--- config.mk ---
export PLATFORM = sky130hd
export DESIGN_NAME = bpsk_i_mixer
export DESIGN_NICKNAME = d
export VERILOG_FILES = /design/src/rtl/bpsk_i_mixer.sv
export SDC_FILE = /design/constraint.sdc
export NUM_CORES = 1
export LEC_CHECK = 0
export CAP_MARGIN = 20
export CELL_PAD_IN_SITES_DETAIL_PLACEMENT = 1
export CELL_PAD_IN_SITES_GLOBAL_PLACEMENT = 1
export CORE_AREA = 2 2 59 75
export CTS_BUF_LIST = sky130_fd_sc_hd__clkbuf_4 sky130_fd_sc_hd__clkbuf_8
export DETAILED_ROUTE_END_ITERATION = 7
export DIE_AREA = 0 0 61 77
export MAX_ROUTING_LAYER = met4
export PLACE_DENSITY_LB_ADDON = 0.1
export SYNTH_ARGS = -nofsm -noshare
export SYNTH_HDL_FRONTEND = slang
export SYNTH_SLANG_ARGS = --single-unit
--- constraint.sdc ---
create_clock -name clk -period 2.37 [get_ports clk]
set_input_delay 0.474 -clock clk [delete_from_list [all_inputs] [get_ports clk]]
set_output_delay 0.474 -clock clk [all_outputs]
set_load 0.005 [all_outputs]
--- src/rtl/bpsk_i_mixer.sv ---
// bpsk_i_mixer
//   I-branch BPSK mixer. Buffers serial data bits in a small FIFO, locks
//   symbol timing to the peak of the incoming offset-cosine carrier and, for
//   each symbol, emits either the carrier (bit 1) or its mirror about
//   FULL_SCALE (bit 0). With no bit to send, the idle level MID is emitted.
//
// Ports
//   clk         system clock, one carrier sample per rising edge
//   rst         asynchronous active-high reset
//   carrier_in  unsigned carrier sample from the I carrier generator
//   bit_in      data bit
//   bit_valid   bit_in is valid this cycle
//   bit_ready   FIFO can accept a bit (not full)
//   mod_out     modulated sample, registered, 1 clk after carrier_in
//   mod_valid   mod_out carries data rather than idle
//   locked      symbol timing locked to the carrier
//   underrun    one-cycle pulse at a symbol boundary with an empty FIFO
module bpsk_i_mixer #(
  parameter int DATA_W     = 8,
  parameter int SPS        = 16,
  parameter int PEAK       = 200,
  parameter int FULL_SCALE = 200,
  parameter int MID        = 100,
  parameter int FIFO_DEPTH = 4
) (
  input  logic              clk,
  input  logic              rst,
  input  logic [DATA_W-1:0] carrier_in,
  input  logic              bit_in,
  input  logic              bit_valid,
  output logic              bit_ready,
  output logic [DATA_W-1:0] mod_out,
  output logic              mod_valid,
  output logic              locked,
  output logic              underrun
);

  localparam int CNT_W = $clog2(SPS);
  localparam int PTR_W = $clog2(FIFO_DEPTH);

  localparam logic [DATA_W-1:0] PEAK_V   = DATA_W'(PEAK);
  localparam logic [DATA_W-1:0] FS_V     = DATA_W'(FULL_SCALE);
  localparam logic [DATA_W-1:0] MID_V    = DATA_W'(MID);
  localparam logic [CNT_W-1:0]  CNT_LAST = CNT_W'(SPS - 1);
  localparam logic [PTR_W:0]    DEPTH_V  = (PTR_W + 1)'(FIFO_DEPTH);

  typedef enum logic {SEARCH, RUN} state_t;

  // Mirror about FULL_SCALE with a 9-bit signed subtract; carrier samples
  // above FULL_SCALE would go negative and are clamped to zero.
  function automatic logic [DATA_W-1:0] mirror_sat(input logic [DATA_W-1:0] x);
    logic signed [DATA_W:0] diff;
    diff = $signed({1'b0, FS_V}) - $signed({1'b0, x});
    if (diff < 0) return '0;
    return diff[DATA_W-1:0];
  endfunction

  state_t             state_q, state_d;
  logic [CNT_W-1:0]   cnt_q, cnt_d;
  logic               active_q, active_d;
  logic               cur_q, cur_d;
  logic               underrun_d;

  logic               fifo_mem [FIFO_DEPTH];
  logic [PTR_W-1:0]   rd_ptr, wr_ptr;
  logic [PTR_W:0]     count;
  logic               push, pop;

  logic               is_peak, boundary, loss;

  logic [DATA_W-1:0]  mod_p0;
  logic               vld_p0;
  logic [DATA_W-1:0]  mod_p1;
  logic               vld_p1;
  logic               locked_p1;
  logic               underrun_p1;

  assign bit_ready = (count != DEPTH_V);
  assign push      = bit_valid & bit_ready;

  // A symbol starts on the carrier peak: any peak while searching, or the
  // peak expected at sample 0 while running. A missing peak at sample 0
  // means the carrier phase moved under us.
  assign is_peak  = (carrier_in == PEAK_V);
  assign boundary = is_peak & ((state_q == SEARCH) | (cnt_q == '0));
  assign loss     = (state_q == RUN) & (cnt_q == '0) & ~is_peak;

  // ---- stage p0: symbol timing, bit selection, mixing ----
  always_comb begin
    state_d    = state_q;
    cnt_d      = cnt_q;
    active_d   = active_q;
    cur_d      = cur_q;
    underrun_d = 1'b0;
    pop        = 1'b0;

    if (boundary) begin
      if (count != '0) begin
        pop      = 1'b1;
        active_d = 1'b1;
        cur_d    = fifo_mem[rd_ptr];
      end else begin
        active_d   = 1'b0;
        underrun_d = 1'b1;
      end
    end

    if (loss) begin
      state_d  = SEARCH;
      cnt_d    = '0;
      active_d = 1'b0;
    end else if (state_q == RUN) begin
      cnt_d = (cnt_q == CNT_LAST) ? '0 : cnt_q + CNT_W'(1);
    end else if (is_peak) begin
      state_d = RUN;
      cnt_d   = CNT_W'(1);
    end

    // The boundary sample already uses the freshly popped bit.
    if (active_d) mod_p0 = cur_d ? carrier_in : mirror_sat(carrier_in);
    else          mod_p0 = MID_V;
    vld_p0 = active_d;
  end

  always_ff @(posedge clk or posedge rst) begin
    if (rst) begin
      state_q  <= SEARCH;
      cnt_q    <= '0;
      active_q <= 1'b0;
      rd_ptr   <= '0;
      wr_ptr   <= '0;
      count    <= '0;
    end else begin
      state_q  <= state_d;
      cnt_q    <= cnt_d;
      active_q <= active_d;
      if (push) wr_ptr <= wr_ptr + PTR_W'(1);
      if (pop)  rd_ptr <= rd_ptr + PTR_W'(1);
      case ({push, pop})
        2'b10:   count <= count + (PTR_W + 1)'(1);
        2'b01:   count <= count - (PTR_W + 1)'(1);
        default: count <= count;
      endcase
    end
  end

  // Bit storage and the current symbol's bit need no reset: active_q gates
  // every use of them.
  always_ff @(posedge clk) begin
    if (push) fifo_mem[wr_ptr] <= bit_in;
    cur_q <= cur_d;
  end

  // ---- stage p1: registered outputs ----
  always_ff @(posedge clk or posedge rst) begin
    if (rst) begin
      mod_p1      <= MID_V;
      vld_p1      <= 1'b0;
      locked_p1   <= 1'b0;
      underrun_p1 <= 1'b0;
    end else begin
      mod_p1      <= mod_p0;
      vld_p1      <= vld_p0;
      locked_p1   <= (state_d == RUN);
      underrun_p1 <= underrun_d;
    end
  end

  assign mod_out   = mod_p1;
  assign mod_valid = vld_p1;
  assign locked    = locked_p1;
  assign underrun  = underrun_p1;

endmodule

== Word level (Yosys, flattened, before mapping) ==
Memories as Yosys holds them, arrays and structs flattened.
Cells that the tools add are included.
Word-level totals
  register bits after elaboration: 23
  bits in latches: 0
  bits in writable memories: 4
  bits in read-only memories: 0
  bits of input ports: 12
  output and inout bits: 12
  word-level logic and storage cells: 57
  memories kept: 1
Cells by class
  add/sub/neg operators: 6
  multipliers: 0
  div/mod/pow operators: 0
  order comparisons: 1
  equal/unequal tests: 5
  shift operators: 0
  muxes and demuxes: 24
  bitwise logic cells: 7
  reductions and logical operators: 4
Memory list
  fifo_mem: words 4, bits a word 1, rd ports 1, clocked after Yosys merged registers in 0, wr ports 1, RTL line 64  | logic fifo_mem [FIFO_DEPTH];
Operators with widths (count)
  $mux W8: 4
  $mux W4: 4
  $mux W1: 15
  $lt A9 B1 Y1 const B: 1
  $sub A8 B8 Y9 const A: 1
  $eq A8 B8 Y1 const B: 1
  $pmux W3 S2: 1
  $reduce_bool A3 Y1: 2
  $add A2 B1 Y2 const B: 2
  $add A4 B1 Y4 const B: 1
  $and A1 B1 Y1: 4
  $eq A4 B4 Y1 const B: 1
  $logic_not A4 Y1: 1
  $add A3 B1 Y3 const B: 1
  $ne A3 B3 Y1 const B: 1
  $sub A3 B1 Y3 const B: 1
  $eq A2 B1 Y1 const B: 1
  $eq A2 B2 Y1 const B: 1
  $not A1 Y1: 2
  $reduce_bool A2 Y1: 1
  $or A1 B1 Y1: 1

== Logic depth before layout (Yosys ltp) ==
  word-level depth: 9
  depth in mapped cells: 11
  depth with buffers taken out: 11

== Worst setup path after synthesis ==
Ideal clock, no wire load.
  path type: input-to-reg
  start point: input port carrier_in[0]
  end point: register count[2]
  setup time: 0.079 ns
  arrival time: 2.241 ns
  data required time: 2.291 ns
  slack: 0.049 ns
  stages on the path: 11
  buffers on the path: 0
  cells stage by stage: inv_1 ha_1 and4b_2 o211ai_4 nor2_1 ha_1 inv_1 fa_1 xor2_1 nor2_1 xor2_1
Between the ends
  longest elaborated chain between the ends: 5
  elaborated cells on any way between the ends: 7
  classes of those cells: 3 x eq/ne; 2 x mux; 1 x bitwise; 1 x reduce/logical
Ends and longest elaborated chain
  start: declaration: RTL line 28  | input logic [DATA_W-1:0] carrier_in,
  $eq A8 B8 Y1 *: RTL line 84  | assign is_peak = (carrier_in == PEAK_V);
  $and A1 B1 Y1 *: RTL line 85  | assign boundary = is_peak & ((state_q == SEARCH) | (cnt_q == '0));
  $mux W1 *: RTL line 97  | if (boundary) begin
  via pop: RTL line 67  | logic push, pop;
  $eq A2 B1 Y1 or $eq A2 B2 Y1 (tied branches): RTL line 139  | case ({push, pop})
  $pmux W3 S2 or $reduce_bool A2 Y1 (tied branches)
  end signal: assignment: RTL line 140  | 2'b10: count <= count + (PTR_W + 1)'(1);
  end signal: assignment: RTL line 141  | 2'b01: count <= count - (PTR_W + 1)'(1);
  end signal: assignment: RTL line 142  | default: count <= count;
  end: declaration: RTL line 66  | logic [PTR_W:0] count;
The timed path passes the listed nets; every way through them passes the cells marked *.
A chain may end at the register's enable or synchronous reset.

== Worst setup path in the final report ==
  start point: input port carrier_in[7]
  end point: register mod_p1[5], in the netlist mod_out[5]
Between the ends
  longest elaborated chain between the ends: 7
  elaborated cells on any way between the ends: 14
  classes of those cells: 1 x add/sub; 1 x order compare; 1 x eq/ne; 8 x mux; 3 x bitwise
Ends and longest elaborated chain
  $sub A8 B8 Y9: RTL line 53  | diff = $signed({1'b0, FS_V}) - $signed({1'b0, x});
  $lt A9 B1 Y1: RTL line 54  | if (diff < 0) return '0;
  $mux W1: RTL line 54
  $mux W1: RTL line 120  | if (active_d) mod_p0 = cur_d ? carrier_in : mirror_sat(carrier_in);
  $mux W8: RTL line 55  | return diff[DATA_W-1:0];
  $mux W8: RTL line 120
  $mux W8 *: RTL line 120
  via mod_p0[5]: RTL line 71  | logic [DATA_W-1:0] mod_p0;
  end signal: assignment: RTL line 162  | mod_p1 <= mod_p0;
  end: declaration: RTL line 73  | logic [DATA_W-1:0] mod_p1;
The timed path passes the listed nets; every way through them passes the cells marked *. The select of a mux whose other input is x is not followed.

==> flow_summary.ini <==
[outcome]
outcome = completed

[synthesis]
avgSynthCellArea_um2 = 10.5
synthCells = 142
synth_edf_count = 4
synth.most_common_cell = dfrtp_1
syn-cell-area_mm2 = 0.00149
ys.flop_type = dfrtp_1
ys_warn_count = 0
syn_nets = 163
synth_common_cells = 19 x dfrtp_1, 17 x inv_1, 10 x o21ai_0
yosysUniqueCellTypes = 47
synthArstFlopShare = 0.815
yosysSeqAreaShare = 0.466
synth_top_area_frac = 0.319
synth_seq_cells = 27
synth_area_leaders = dfrtp_1 32%, edfxtp_1 8.1%, ha_1 6.7%, dfstp_2 5.3%, inv_1 4.3%
synth_top_area_cell = dfrtp_1

[worst_setup_path]
crit_type = primary input to register
crit_path_end_kind = register
r2r_slack_ns = 0.12
startpoint_type = primary input
path_cells = clkdlybuf4s50_1, and4b_2, o211ai_4, buf_4, o21a_2, or4_1, o221ai_1
worst-path-buf-inv = 2
crit_fanout = 8
crit_slowest_cell = or4_1
slowest_delay_ns = 0.52
critPathArrivalTime_ns = 2.47
crit_required_ns = 2.57
crit_family = simple AND/OR/NAND/NOR gates

[routing]
drt-initial-drc-count = 42
viasPerCell = 5.08
wl_per_cell_um = 15.6
vias = 1269
drtAntennaViolNets = 0
firstDrtPassIters = 4
wl_mm = 3.89
drc = 0

[pwr]
power_leakage_nw = 0.917
max-vdd-ir-drop_v = 0.000373
switching_share = 0.323
cellPowerDensity_mw_per_mm2 = 642
power.switching_w = 0.000426
combPwrFrac = 0.324
p_clk_frac = 0.204
p_int_w = 0.000891
p_seq_frac = 0.472

[die]
std_cell_rows = 26
core_mm2 = 0.00400
start_util = 0.373
top_level_ports = 24
dieArea_mm2 = 0.00470
dieHeight_um = 77
die_w_um = 61

[worst_hold_path]
hold_class = register to register

[timing]
fin_worst_skew_ns = 0.00825
finalSetupViolCount = 0
setup-tns-final_ns = 0
tightest_slew_ns = 0.622
relSlewSlack = 0.582
period_share = 0.958
hold_viol = 0
fmax_mhz = 440
maxSlewViolCount = 0
min_period_ns = 2.27
setup_ws_ns = 0.0992

[clock_network]
root_buffer = clkbuf_8
clk_pin_slew_ns = 0.10
cts_max_level = 1
cts_tree = yes
worstSkewPairLatency_ns = 0.27
cts-buffers-inserted = 3
clkSinkCount = 27
cts_max_path_buffers = 2

[placed_design]
place_hpwl_mm = 3.15
place_area_mm2 = 0.00197
pre_cts_ws_ns = -0.361
routabilityCongestion = 0.829
placedCellCount = 244
portBuffers = 23

[global_routing]
antenna_found_initial = 0
grt_pass1_vias = 1457
grt_use_total = 0.194
grt-ovfl-total = 0
grt_pass1_wl_mm = 6.75
grt_max_degree = 23

[finish]
drive_gt1_frac = 0.247
fin_cells = 250
finish.instance_area_mm2 = 0.00205
syn_to_final_growth_pct = 37.4
diodes = 0
num-nets-final = 216

[flow_run]
max_cap_viol_count = 0
[flip-flops by register name, summed over array words and instances, names as in the netlist, 2 cells and up]
| name | count |
|---|---|
| mod_out | 8 |
| fifo_mem | 4 |
| wr_ptr | 2 |
| cnt_q | 4 |
| count | 3 |
| rd_ptr | 2 |
[metal layers]
layer | up-vias | wire length, um | global-route usage
met5 | - | 0 | -
met4 | 0 | 54 | 0.0609
met3 | 6 | 67 | 0.0202
met2 | 23 | 2240 | 0.338
met1 | 624 | 1530 | 0.226
li1 | 616 | - | -
[timing repair]
action,4_1_cts,5_1_grt
pin swaps,5,6
setup endpoints to repair,5,8
gates resized for setup,8,3
buffers inserted,0,2
hold buffers,0,0
[cell families after synthesis]
logic type	share of synthesized area
muxes	0.0151
xor gates and xnor gates	0.0352
adders and majority gates	0.0805
buffers and inverters	0.0554
DFF	0.466
AOI/OAI and AO/OA	0.185
and+or+nand+nor	0.163
[cell usage in the layout (no fill, tap or decap), types with 2 or more instances in the layout]
cell / count
and3_1: 4
nand3_1: 3
dlygate4sd2_1: 2
inv_2: 2
o311ai_0: 2
xor2_1: 3
ha_2: 2
buf_4: 28
xnor2_1: 3
nor2_1: 6
clkbuf_8: 3
o31ai_1: 2
ha_1: 6
nor3b_4: 2
inv_1: 15
clkdlybuf4s50_1: 20
or4_1: 2
nand2_1: 9
a21oi_1: 8
and2_1: 3
dfrtp_1: 19
edfxtp_1: 4
o211ai_1: 2
dfstp_2: 3
nor3_1: 2
a22o_1: 2
o21ai_0: 10
[path summary, 6_finish.rpt]
check                        endpoint           from  depth (start not counted)
setup / recovery           mod_out[5]  carrier_in[7]                          7
hold reg to reg             rd_ptr[1]      rd_ptr[1]                          1
setup reg to reg           mod_out[5]       cnt_q[1]                          8
hold / removal              rd_ptr[1]      rd_ptr[1]                          1
min in group asynchronous    count[1]            rst                          3
max in group asynchronous  mod_out[6]            rst                          3
[stage by stage]
step / util / hold slack [ns] / total power [W]
after floorplan: - / 0.453 / 0.000863
after global placement: 0.492 / 0.477 / 0.00102
after detailed placement: 0.492 / 0.475 / 0.00106
after CTS: 0.506 / 0.496 / 0.00133
after global routing: 0.512 / 0.532 / 0.00141
final: 0.512 / 0.490 / 0.00132
[power by group through the flow]
stage / clock, W / combinational, W / sequential, W
floorplan: 0 / 0.000245 / 0.000618
finish: 0.000268 / 0.000427 / 0.000622
detailed placement: 0 / 0.000424 / 0.000634
global route: 0.000294 / 0.000483 / 0.000638
global placement: 0 / 0.000396 / 0.000627
CTS: 0.000278 / 0.000431 / 0.000624
[worst reg2reg max path, cell delays in order, from the launching register on]
cell	delay, ns
dfrtp_1	0.42
inv_2	0.07
ha_1	0.15
nor3b_4	0.30
o211ai_4	0.11
buf_4	0.17
o21a_2	0.24
or4_1	0.52
o221ai_1	0.19
[area by class of cell]
| cell class | count | area (um^2) |
|---|---|---|
| Tap cell | 56 | 70.1 |
| Inverter | 17 | 63.8 |
| Multi-Input combinational cell | 95 | 732 |
| Fill cell | 478 | 1950 |
| Sequential cell | 27 | 694 |
| Clock buffer | 3 | 41.3 |
| Timing Repair Buffer | 51 | 440 |
| Clock inverter | 1 | 7.51 |
Note: power is estimated with default switching activity, not from simulation.
